--- src/rtl/uart_pkg.sv ---
// Shared types and defaults for the UART receive path.
// Optional majority voting is enabled by UART_RX_MAJORITY_EN.
package uart_pkg;

  typedef enum logic [2:0] {
    IDLE,
    START,
    DATA,
    PARITY,
    STOP
  } rx_state_e;

  localparam logic PARITY_EVEN = 1'b0;
  localparam logic PARITY_ODD  = 1'b1;

  localparam int DEF_DATA_WIDTH = 8;
  localparam int DEF_PRESCALE   = 8;

endpackage

--- src/rtl/uart_rx_sampler.sv ---
// Line synchronizer, in-bit edge counter and bit resolver.
// UART_RX_MAJORITY_EN selects 2-of-3 voting instead of a single sample.
module uart_rx_sampler
  import uart_pkg::*;
#(
  parameter int PRESCALE = DEF_PRESCALE
) (
  input  logic clk,
  input  logic rst_n,
  input  logic rx_in,
  input  logic run,
  output logic falling_edge,
  output logic bit_value,
  output logic resolve_strobe,
  output logic bit_end_strobe
);

  localparam int EW = $clog2(PRESCALE);
  localparam logic [EW-1:0] RES_PT = EW'(PRESCALE / 2 + 1);
  localparam logic [EW-1:0] END_PT = EW'(PRESCALE - 1);

  logic          sync1;
  logic          sync2;
  logic          sync3;
  logic [EW-1:0] edge_cnt;

  always_ff @(posedge clk or negedge rst_n) begin
    if (!rst_n) begin
      sync1 <= 1'b1;
      sync2 <= 1'b1;
      sync3 <= 1'b1;
    end else begin
      sync1 <= rx_in;
      sync2 <= sync1;
      sync3 <= sync2;
    end
  end

  // Held at zero while idle so a new frame always starts at count 0.
  always_ff @(posedge clk or negedge rst_n) begin
    if (!rst_n) begin
      edge_cnt <= '0;
    end else if (!run || bit_end_strobe) begin
      edge_cnt <= '0;
    end else begin
      edge_cnt <= edge_cnt + EW'(1);
    end
  end

  assign falling_edge   = sync3 & ~sync2;
  assign resolve_strobe = run && (edge_cnt == RES_PT);
  assign bit_end_strobe = run && (edge_cnt == END_PT);

`ifdef UART_RX_MAJORITY_EN
  localparam logic [EW-1:0] MID_A = EW'(PRESCALE / 2 - 1);
  localparam logic [EW-1:0] MID_B = EW'(PRESCALE / 2);

  logic samp_a;
  logic samp_b;

  always_ff @(posedge clk or negedge rst_n) begin
    if (!rst_n) begin
      samp_a <= 1'b1;
      samp_b <= 1'b1;
    end else begin
      if (run && (edge_cnt == MID_A)) begin
        samp_a <= sync2;
      end
      if (run && (edge_cnt == MID_B)) begin
        samp_b <= sync2;
      end
    end
  end

  // Third vote is the live sample at the resolve point.
  assign bit_value = (samp_a & samp_b) |
                     (samp_a & sync2)  |
                     (samp_b & sync2);
`else
  assign bit_value = sync2;
`endif

endmodule

--- src/rtl/uart_rx.sv ---
// UART receiver: start/data/parity/stop framing with error pulses.
// Build with UART_RX_MAJORITY_EN for 3-sample majority bit voting.
module uart_rx
  import uart_pkg::*;
#(
  parameter int DATA_WIDTH = DEF_DATA_WIDTH,
  parameter int PRESCALE   = DEF_PRESCALE
) (
  input  logic                  CLK,
  input  logic                  RST,
  input  logic                  RX_IN,
  input  logic                  parity_enable,
  input  logic                  parity_type,
  output logic [DATA_WIDTH-1:0] P_DATA,
  output logic                  Data_Valid,
  output logic                  parity_error,
  output logic                  stop_error,
  output logic                  busy
);

  localparam int BW = (DATA_WIDTH > 1) ? $clog2(DATA_WIDTH) : 1;
  localparam logic [BW-1:0] LAST = BW'(DATA_WIDTH - 1);

  rx_state_e state_q;
  rx_state_e state_d;

  logic                  falling_edge;
  logic                  bit_value;
  logic                  resolve;
  logic                  bit_end;
  logic                  run;
  logic                  load_cfg;
  logic                  done;
  logic                  frame_ok;
  logic                  exp_par;
  logic [DATA_WIDTH-1:0] shreg_q;
  logic [BW-1:0]         bit_cnt_q;
  logic                  pe_q;
  logic                  pt_q;
  logic                  par_bad_q;

  assign run = (state_q != IDLE);

  uart_rx_sampler #(
    .PRESCALE(PRESCALE)
  ) u_sampler (
    .clk           (CLK),
    .rst_n         (RST),
    .rx_in         (RX_IN),
    .run           (run),
    .falling_edge  (falling_edge),
    .bit_value     (bit_value),
    .resolve_strobe(resolve),
    .bit_end_strobe(bit_end)
  );

  always_ff @(posedge CLK or negedge RST) begin
    if (!RST) begin
      state_q <= IDLE;
    end else begin
      state_q <= state_d;
    end
  end

  always_comb begin
    state_d  = state_q;
    load_cfg = 1'b0;
    done     = 1'b0;
    unique case (state_q)
      IDLE: begin
        if (falling_edge) begin
          state_d  = START;
          load_cfg = 1'b1;
        end
      end
      START: begin
        if (resolve && bit_value) begin
          state_d = IDLE;
        end else if (bit_end) begin
          state_d = DATA;
        end
      end
      DATA: begin
        if (bit_end && (bit_cnt_q == LAST)) begin
          state_d = pe_q ? PARITY : STOP;
        end
      end
      PARITY: begin
        if (bit_end) begin
          state_d = STOP;
        end
      end
      STOP: begin
        // Leave mid-bit so the next start edge is never missed.
        if (resolve) begin
          state_d = IDLE;
          done    = 1'b1;
        end
      end
      default: state_d = IDLE;
    endcase
  end

  assign exp_par  = (^shreg_q) ^ (pt_q == PARITY_ODD);
  assign frame_ok = bit_value & ~(pe_q & par_bad_q);

  always_ff @(posedge CLK or negedge RST) begin
    if (!RST) begin
      shreg_q   <= '0;
      bit_cnt_q <= '0;
      pe_q      <= 1'b0;
      pt_q      <= 1'b0;
      par_bad_q <= 1'b0;
    end else begin
      if (load_cfg) begin
        pe_q      <= parity_enable;
        pt_q      <= parity_type;
        par_bad_q <= 1'b0;
        bit_cnt_q <= '0;
      end
      if ((state_q == DATA) && resolve) begin
        shreg_q[bit_cnt_q] <= bit_value;
      end
      if ((state_q == DATA) && bit_end) begin
        bit_cnt_q <= (bit_cnt_q == LAST) ? '0 : bit_cnt_q + BW'(1);
      end
      if ((state_q == PARITY) && resolve) begin
        par_bad_q <= (bit_value != exp_par);
      end
    end
  end

  always_ff @(posedge CLK or negedge RST) begin
    if (!RST) begin
      P_DATA       <= '0;
      Data_Valid   <= 1'b0;
      parity_error <= 1'b0;
      stop_error   <= 1'b0;
      busy         <= 1'b0;
    end else begin
      Data_Valid   <= done & frame_ok;
      parity_error <= done & pe_q & par_bad_q;
      stop_error   <= done & ~bit_value;
      busy         <= (state_d != IDLE);
      if (done && frame_ok) begin
        P_DATA <= shreg_q;
      end
    end
  end

endmodule
--- config.mk ---
export PLATFORM = sky130hd
export DESIGN_NAME = uart_rx
export DESIGN_NICKNAME = d
export VERILOG_FILES = /design/src/rtl/uart_pkg.sv /design/src/rtl/uart_rx_sampler.sv /design/src/rtl/uart_rx.sv
export SDC_FILE = /design/constraint.sdc
export NUM_CORES = 1
export LEC_CHECK = 0
export ABC_CLOCK_PERIOD_IN_PS = 5200
export CAP_MARGIN = 20
export CORE_AREA = 2 2 71 73
export CTS_BUF_LIST = sky130_fd_sc_hd__clkbuf_8
export CTS_CLUSTER_SIZE = 16
export DETAILED_ROUTE_END_ITERATION = 12
export DIE_AREA = 0 0 73 75
export HOLD_SLACK_MARGIN = 0.02
export PLACE_DENSITY_LB_ADDON = 0.1
export SLEW_MARGIN = 20
export SYNTH_ARGS = -nofsm -noshare
export SYNTH_HDL_FRONTEND = slang
export SYNTH_SLANG_ARGS = --single-unit
--- constraint.sdc ---
create_clock -name CLK -period 5.2 [get_ports CLK]
set_clock_uncertainty 0.2 [all_clocks]
set_input_delay 1.3 -clock CLK [delete_from_list [all_inputs] [get_ports CLK]]
set_output_delay 1.3 -clock CLK [all_outputs]
set_load 0.03 [all_outputs]
Yosys cells after proc, flatten, opt, wreduce, memory -nomap -nowiden
Index checks and enable logic that the tools add are counted.

storage, ports and cells
  bits of input ports = 5
  output and inout port bits = 12
  register bits = 35
  word-level logic and storage cells = 75

operators by class
  equality and inequality tests = 8
  bitwise logic cells = 10
  add/subtract/negate cells = 2
  mux-type cells = 21
  reductions and logical operators = 17
  magnitude comparators = 2

operators with widths
  cell                   number
  $mux W3                11
  $pmux W3 S5            1
  $eq A3 B3 Y1 const B   4
  $logic_and A1 B1 Y1    9
  $bwmux W8              1
  $reduce_xor A8 Y1      1
  $and A1 B1 Y1          7
  $mux W1                7
  $add A3 B1 Y3 const B  2
  $eq A3 B2 Y1 const B   2
  $reduce_bool A3 Y1     2
  $lt A3 B4 Y1 const B   1
  $reduce_bool A2 Y1     2
  $demux W1 S3           1
  $eq A3 B1 Y1 const B   1
  $ge A3 B1 Y1 const B   1
  $logic_not A3 Y1       1
  $not A1 Y1             2
  $logic_not A1 Y1       1
  $logic_or A1 B1 Y1     1
  $ne A1 B1 Y1           1
  $xor A1 B1 Y1          1

Longest topological paths before layout
Gate-level depths: netlist (run 1).

  depth in word-level cells = 6
  mapped depth = 6
  mapped depth without buffers = 6

Modules after synthesis
From an unflattened synthesis (run 1), not the netlist that was laid out.

unflattened totals
  cells, all modules = 139
  area total of the unflattened synthesis = 1640.3 um^2

modules (own cells, without submodules)
  module           cells each  area an instance (um^2)  seq. area each (um^2)  instances
  uart_rx          123         1395.1                   725.7                  1
  uart_rx_sampler  16          245.2                    153.9                  1

Worst setup path before layout (run 1)
Ideal clock, no wire load.

  kind = register to output
  start point = register P_DATA[0]
  end point = output P_DATA[0]
  setup slack = 3218 ps
  path buffers = 0
  data arrival time = 482 ps
  stages on the path, launching flop included = 1
  required time = 3700 ps
  cell sequence = dfrtp_1

RTL lines
  element                   line            text
  start: declaration        uart_rx.sv:14   output logic [DATA_WIDTH-1:0] P_DATA,
  start signal: assignment  uart_rx.sv:146  P_DATA <= shreg_q;

No word-level cell between the ends.

Worst setup path after layout (run 1)
  start point = register P_DATA[0]
  end point = output P_DATA[0]

No word-level cell between the ends.

==> qor.csv, run 1 <==
metric,value,unit
status,"complete, no violations",
fin_crit,2790,ps
multi_input_comb_area,692,sq um
die_w,73,um
power_density,374,nW/um^2
dieArea,5480,sq um
area.sequential,880,sq um
area_growth,19.7,%
setup-violations-final,0,
routed_wl,2.72,mm
ios,17,
cts_resized,0,
maxCapViolations,0,
cp_slowest_cell,clkdlybuf4s50_1,
min_path_type,register to register,
htree_levels,2,
p_comb_frac,0.217,
drtAntennaViolNets,0,
slowest_delay,670,ps
fin_util,0.412,
power_frac_seq,0.493,
cts_tree,done,
yosysSeqAreaShare,0.548,
root_buffer,clkbuf_8,
drc,0,
drt-wirelength-per-cell,13.3,um
die_h,75,um
crit_required,3700,ps
synth_nets,138,
grt_pass1_wl,4.60,mm
fill_cells,431,
relSlewSlack,0.643,
dr.pass1.iters,4,
gr-total-overflow,0,
initial_utilization,0.344,
synth_area_per_cell,12.5,sq um
critPathLaunchType,register,
tns,0,ps
drive_gt1_frac,0.227,
slew_violations,0,
worstPathArrival,1290,ps
numCtsBuffers,5,
dp_hpwl,1.93,mm
clockBufferDepth,2,
placement_rows,25,
postPlaceCellArea,1820,sq um
swShare,0.292,
num_antenna_cells,0,
cp_top_family,buffers and inverters,
path_max_fanout,2,
crit_path_end_kind,output pin,
drtIter0Drc,59,
p_leak,0.898,nW
rsz0062_at_grt,no,
worst_pin_slew,536,ps
first_global_vias,986,
grt_max_degree,36,
p_int,0.509,mW
peakVddDrop,0.162,mV
core_area,4660,sq um
ys_ff_latch,35,
final_nets,159,
holdBufCountCts,0,
postLayoutCellArea,1920,sq um
post-cts-setup-buffer-count,0,
port_buffers,16,
routed-via-count,984,
critical_path.cell_chain,clkdlybuf4s50_1,
critPathBufInv,1,
final_hold_viol_count,0,
vias_per_cell,4.82,
yosys_warnings,0,
gp_congestion,0.731,
clk_pin_slew,60,ps
power_frac_clock,0.290,
p_switching,0.210,mW
grtUsageTotal,0.114,
max_freq,358,MHz
synthCells,128,
netlist_area,1610,sq um
grt_antenna_before_repair,0,
crit_type,register to output pin,
ys_types,32,
min_period_over_period,0.537,
clock_sinks,35,
insertion_delay,280,ps
## path summary, 6_finish.rpt
kind,startpoint,end,slack [ps],cells past startpoint
worst min register to register,u_sampler.sync1$_DFF_PN1_,u_sampler.bit_value$_DFF_PN1_,160,0
worst max-delay path,P_DATA[0]$_DFFE_PN0P_,P_DATA[0],2410,1
max in group asynchronous,RST,u_sampler.bit_value$_DFF_PN1_,3230,2
worst min-delay path,u_sampler.sync1$_DFF_PN1_,u_sampler.bit_value$_DFF_PN1_,160,0
min in group asynchronous,RST,u_sampler.edge_cnt[0]$_DFF_PN0_,1230,2
worst max register to register,u_sampler.edge_cnt[1]$_DFF_PN0_,P_DATA[7]$_DFFE_PN0P_,3270,5
## metal layers
| layer | GRT usage | wire length (um) | share of wire |
|---|---|---|---|
| met2 | 0.168 | 1260 | 0.46 |
| met3 | 0.0321 | 97 | 0.036 |
| met5 | 0 | 0 | 0 |
| met4 | 0.0617 | 22 | 0.0081 |
| met1 | 0.151 | 1340 | 0.49 |
## cell type report
type	count	share of cell area
inverters	4	0.00781
clock buffers	7	0.0501
multi-input cells	86	0.360
flip-flops and latches	35	0.458
well taps	54	0.0352
repair buffers	17	0.0872
clock inverters	1	0.00195
## metrics by stage
| stage | cells | setup slack, ps | hold slack, ps | power, mW |
|---|---|---|---|---|
| after detailed placement | 196 | 2690 | 149 | 0.518 |
| after CTS | 204 | 2380 | 165 | 0.731 |
| after floorplan | 128 | 3220 | 145 | 0.467 |
| after global routing | 204 | 2340 | 168 | 0.773 |
| after global placement | 196 | 2710 | 147 | 0.511 |
| final | 204 | 2410 | 163 | 0.719 |
## cell families after synthesis
logic type	after synthesis	synth area share
DFF	35	0.548
adders and majority gates	5	0.0390
xor gates and xnor gates	8	0.0522
AOI/OAI and AO/OA	9	0.0327
buffers and inverters	7	0.0210
muxes	18	0.145
and+or+nand+nor	46	0.162
## synth_stat cells (all sizes together)
master / number / area share
buf: 1 / 0.0070
and4bb: 1 / 0.0078
inv: 4 / 0.0094
mux2: 18 / 0.14
or2b: 1 / 0.0047
nor2b: 3 / 0.012
nand4: 4 / 0.016
o21bai: 1 / 0.0047
dfstp: 3 / 0.049
dfrtp: 32 / 0.50
xor2: 1 / 0.0055
nand2b: 2 / 0.0094
or2: 2 / 0.0078
or3b: 1 / 0.0055
nor3b: 2 / 0.0094
nand2: 9 / 0.021
clkbuf: 2 / 0.0047
nand4b: 1 / 0.0055
nand3: 9 / 0.028
o21ai: 6 / 0.019
nor2: 5 / 0.013
nor3: 5 / 0.016
xnor3: 1 / 0.014
o31ai: 1 / 0.0047
o211ai: 1 / 0.0047
nand3b: 1 / 0.0070
xnor2: 6 / 0.033
ha: 5 / 0.039
## power by group through the flow
| stage | Clock (mW) | Sequential (mW) | Combinational [mW] |
|---|---|---|---|
| floorplan | 0 | 0.354 | 0.113 |
| global placement | 0 | 0.357 | 0.154 |
| detailed placement | 0 | 0.360 | 0.159 |
| CTS | 0.218 | 0.354 | 0.159 |
| global route | 0.231 | 0.361 | 0.180 |
| finish | 0.208 | 0.355 | 0.156 |
## cells in the final DEF, fill, tap and decap left out, types with 6 or more instances in the layout
master,netlist,final
dfrtp_1,32,32
clkdlybuf4s50_1,0,16
mux2_2,10,10
nand2_1,9,9
nand3_1,9,9
mux2_4,8,8
clkbuf_8,0,7
o21ai_0,6,6
xnor2_1,6,6
## sequential cells by signal, indices dropped and copies added (netlist names)
name and flops:
P_DATA 8, bit_cnt_q 3, busy 1, Data_Valid 1, pe_q 1, stop_error 1, u_sampler.sync1 1, u_sampler.sync3 1
u_sampler.bit_value 1, par_bad_q 1, pt_q 1, parity_error 1, state_q 3, shreg_q 8, u_sampler.edge_cnt 3
Power figures use the tool's default switching activity.
==> run 2: changes to the inputs <==
ABC_CLOCK_PERIOD_IN_PS = 2350   (was 5200)
clock period = 2.35 ns   (was 5.2 ns; I/O delays follow)
==> qor.csv, run 2 (synthesized netlist as in run 1, its figures left out) <==
metric,value,unit
status,"complete, no violations",
numCtsBuffers,5,
vias_per_cell,4.92,
mostFrequentLayoutCells,"dfrtp_1 (32), clkdlybuf4s50_1 (16), mux2_2 (10)",
worst_pin_slew,513,ps
area_growth,20.1,%
insertion_delay,290,ps
min_path_type,register to register,
core_area,4660,sq um
slew_violations,0,
gp_congestion,0.796,
placement_rows,25,
critical_path.cell_chain,clkdlybuf4s50_1,
fin_crit,2110,ps
p_leak,0.906,nW
routed-via-count,1014,
ios,17,
power_density,822,nW/um^2
power.total,1.59,mW
hold_path_depth,0,
layout_commonest_cell,dfrtp_1,
maxCapViolations,0,
worst-r2r-setup-slack,440,ps
post-cts-setup-buffer-count,0,
slowest_delay,670,ps
max_freq,473,MHz
drt-wirelength-per-cell,13.4,um
drtAntennaViolNets,0,
dr_wl_met3,128,um
min_period_over_period,0.899,
crit_required,1560,ps
hold-path-endpoint,u_sampler.bit_value$_DFF_PN1_,
grt_antenna_before_repair,0,
num_antenna_cells,0,
clockBufferDepth,2,
hold_ws,156,ps
final_nets,161,
grt_max_degree,36,
relSlewSlack,0.655,
drc,0,
critPathBufInv,1,
worstPathArrival,1330,ps
clock_sinks,35,
htree_levels,2,
drive_gt1_frac,0.237,
routed.top_layer,met4,
grtUsageTotal,0.125,
crit_type,register to output pin,
path_max_fanout,2,
root_buffer,clkbuf_8,
holdBufCountCts,0,
cp_slowest_cell,clkdlybuf4s50_1,
crit_path_end_kind,output pin,
rsz0062_at_grt,no,
final_hold_viol_count,0,
cp_top_family,buffers and inverters,
routed_wl,2.77,mm
wl_met1,1.37,mm
die_w,73,um
r2r_end,P_DATA[0]$_DFFE_PN0P_,
ff2ff_path_depth,5,
cts_tree,done,
grt_pass1_wl,5.00,mm
setup-violations-final,0,
gr-total-overflow,0,
critPathLaunchType,register,
tns,0,ps
drtIter0Drc,49,
cts_resized,0,
met2_length,1.23,mm
port_buffers,16,
rr_startpoint,u_sampler.edge_cnt[1]$_DFF_PN0_,
initial_utilization,0.344,
peakVddDrop,0.394,mV
dp_hpwl,1.96,mm
dr.pass1.iters,4,
die_h,75,um
dieArea,5480,sq um
hold_path.startpoint,u_sampler.sync1$_DFF_PN1_,
first_global_vias,1031,
top_regs,"P_DATA (8), shreg_q (8)",
clk_pin_slew,70,ps
## run 2: cell count changes in the layout (fill, tap and decap cells not counted), sizes merged
cell and change:
buf +2, clkbuf -1, clkinv +1
## run 2: layout make-up
cell class,count,area [sq um]
Inverter,4,15.0
Sequential cell,35,880
Multi-Input combinational cell,86,692
Clock buffer,6,82.6
Tap cell,54,67.6
Fill cell,450,2730
Clock inverter,2,8.76
Timing Repair Buffer,19,183
## run 2: how the worst max path moves through the flow
stage	start	endpoint	slack (ps)	depth (start not counted)
2_1_floorplan	u_sampler.edge_cnt[0]$_DFF_PN0_	bit_cnt_q[1]$_DFFE_PN0P_	640	6
3_3_place_gp	state_q[2]$_DFF_PN0_	pe_q$_DFFE_PN0P_	480	3
3_5_place_dp	u_sampler.edge_cnt[1]$_DFF_PN0_	P_DATA[7]$_DFFE_PN0P_	410	5
4_1_cts	P_DATA[4]$_DFFE_PN0P_	P_DATA[4]	220	1
5_1_grt	P_DATA[6]$_DFFE_PN0P_	P_DATA[6]	170	1
6_report	P_DATA[4]$_DFFE_PN0P_	P_DATA[4]	240	1
## run 2: per-stage QoR
step	instances	setup slack (ps)	util	area, sq um
6_report	206	237	0.414	1930
2_1_floorplan	128	636	-	1610
5_1_grt	206	167	0.414	1930
4_1_cts	206	223	0.414	1930
3_5_place_dp	198	409	0.394	1840
3_3_place_gp	198	475	0.394	1840
## run 2: routing by layer
metal | vias up | global-route usage
met1 | 495 | 0.164
li1 | 490 | -
met5 | - | 0
met2 | 24 | 0.183
met4 | 0 | 0.0617
met3 | 5 | 0.0442
## run 2: power breakdown
group          switching [mW]  internal [mW]
registers              0.0905          0.692
clock network           0.214          0.232
logic                   0.175          0.182
total                   0.480           1.11
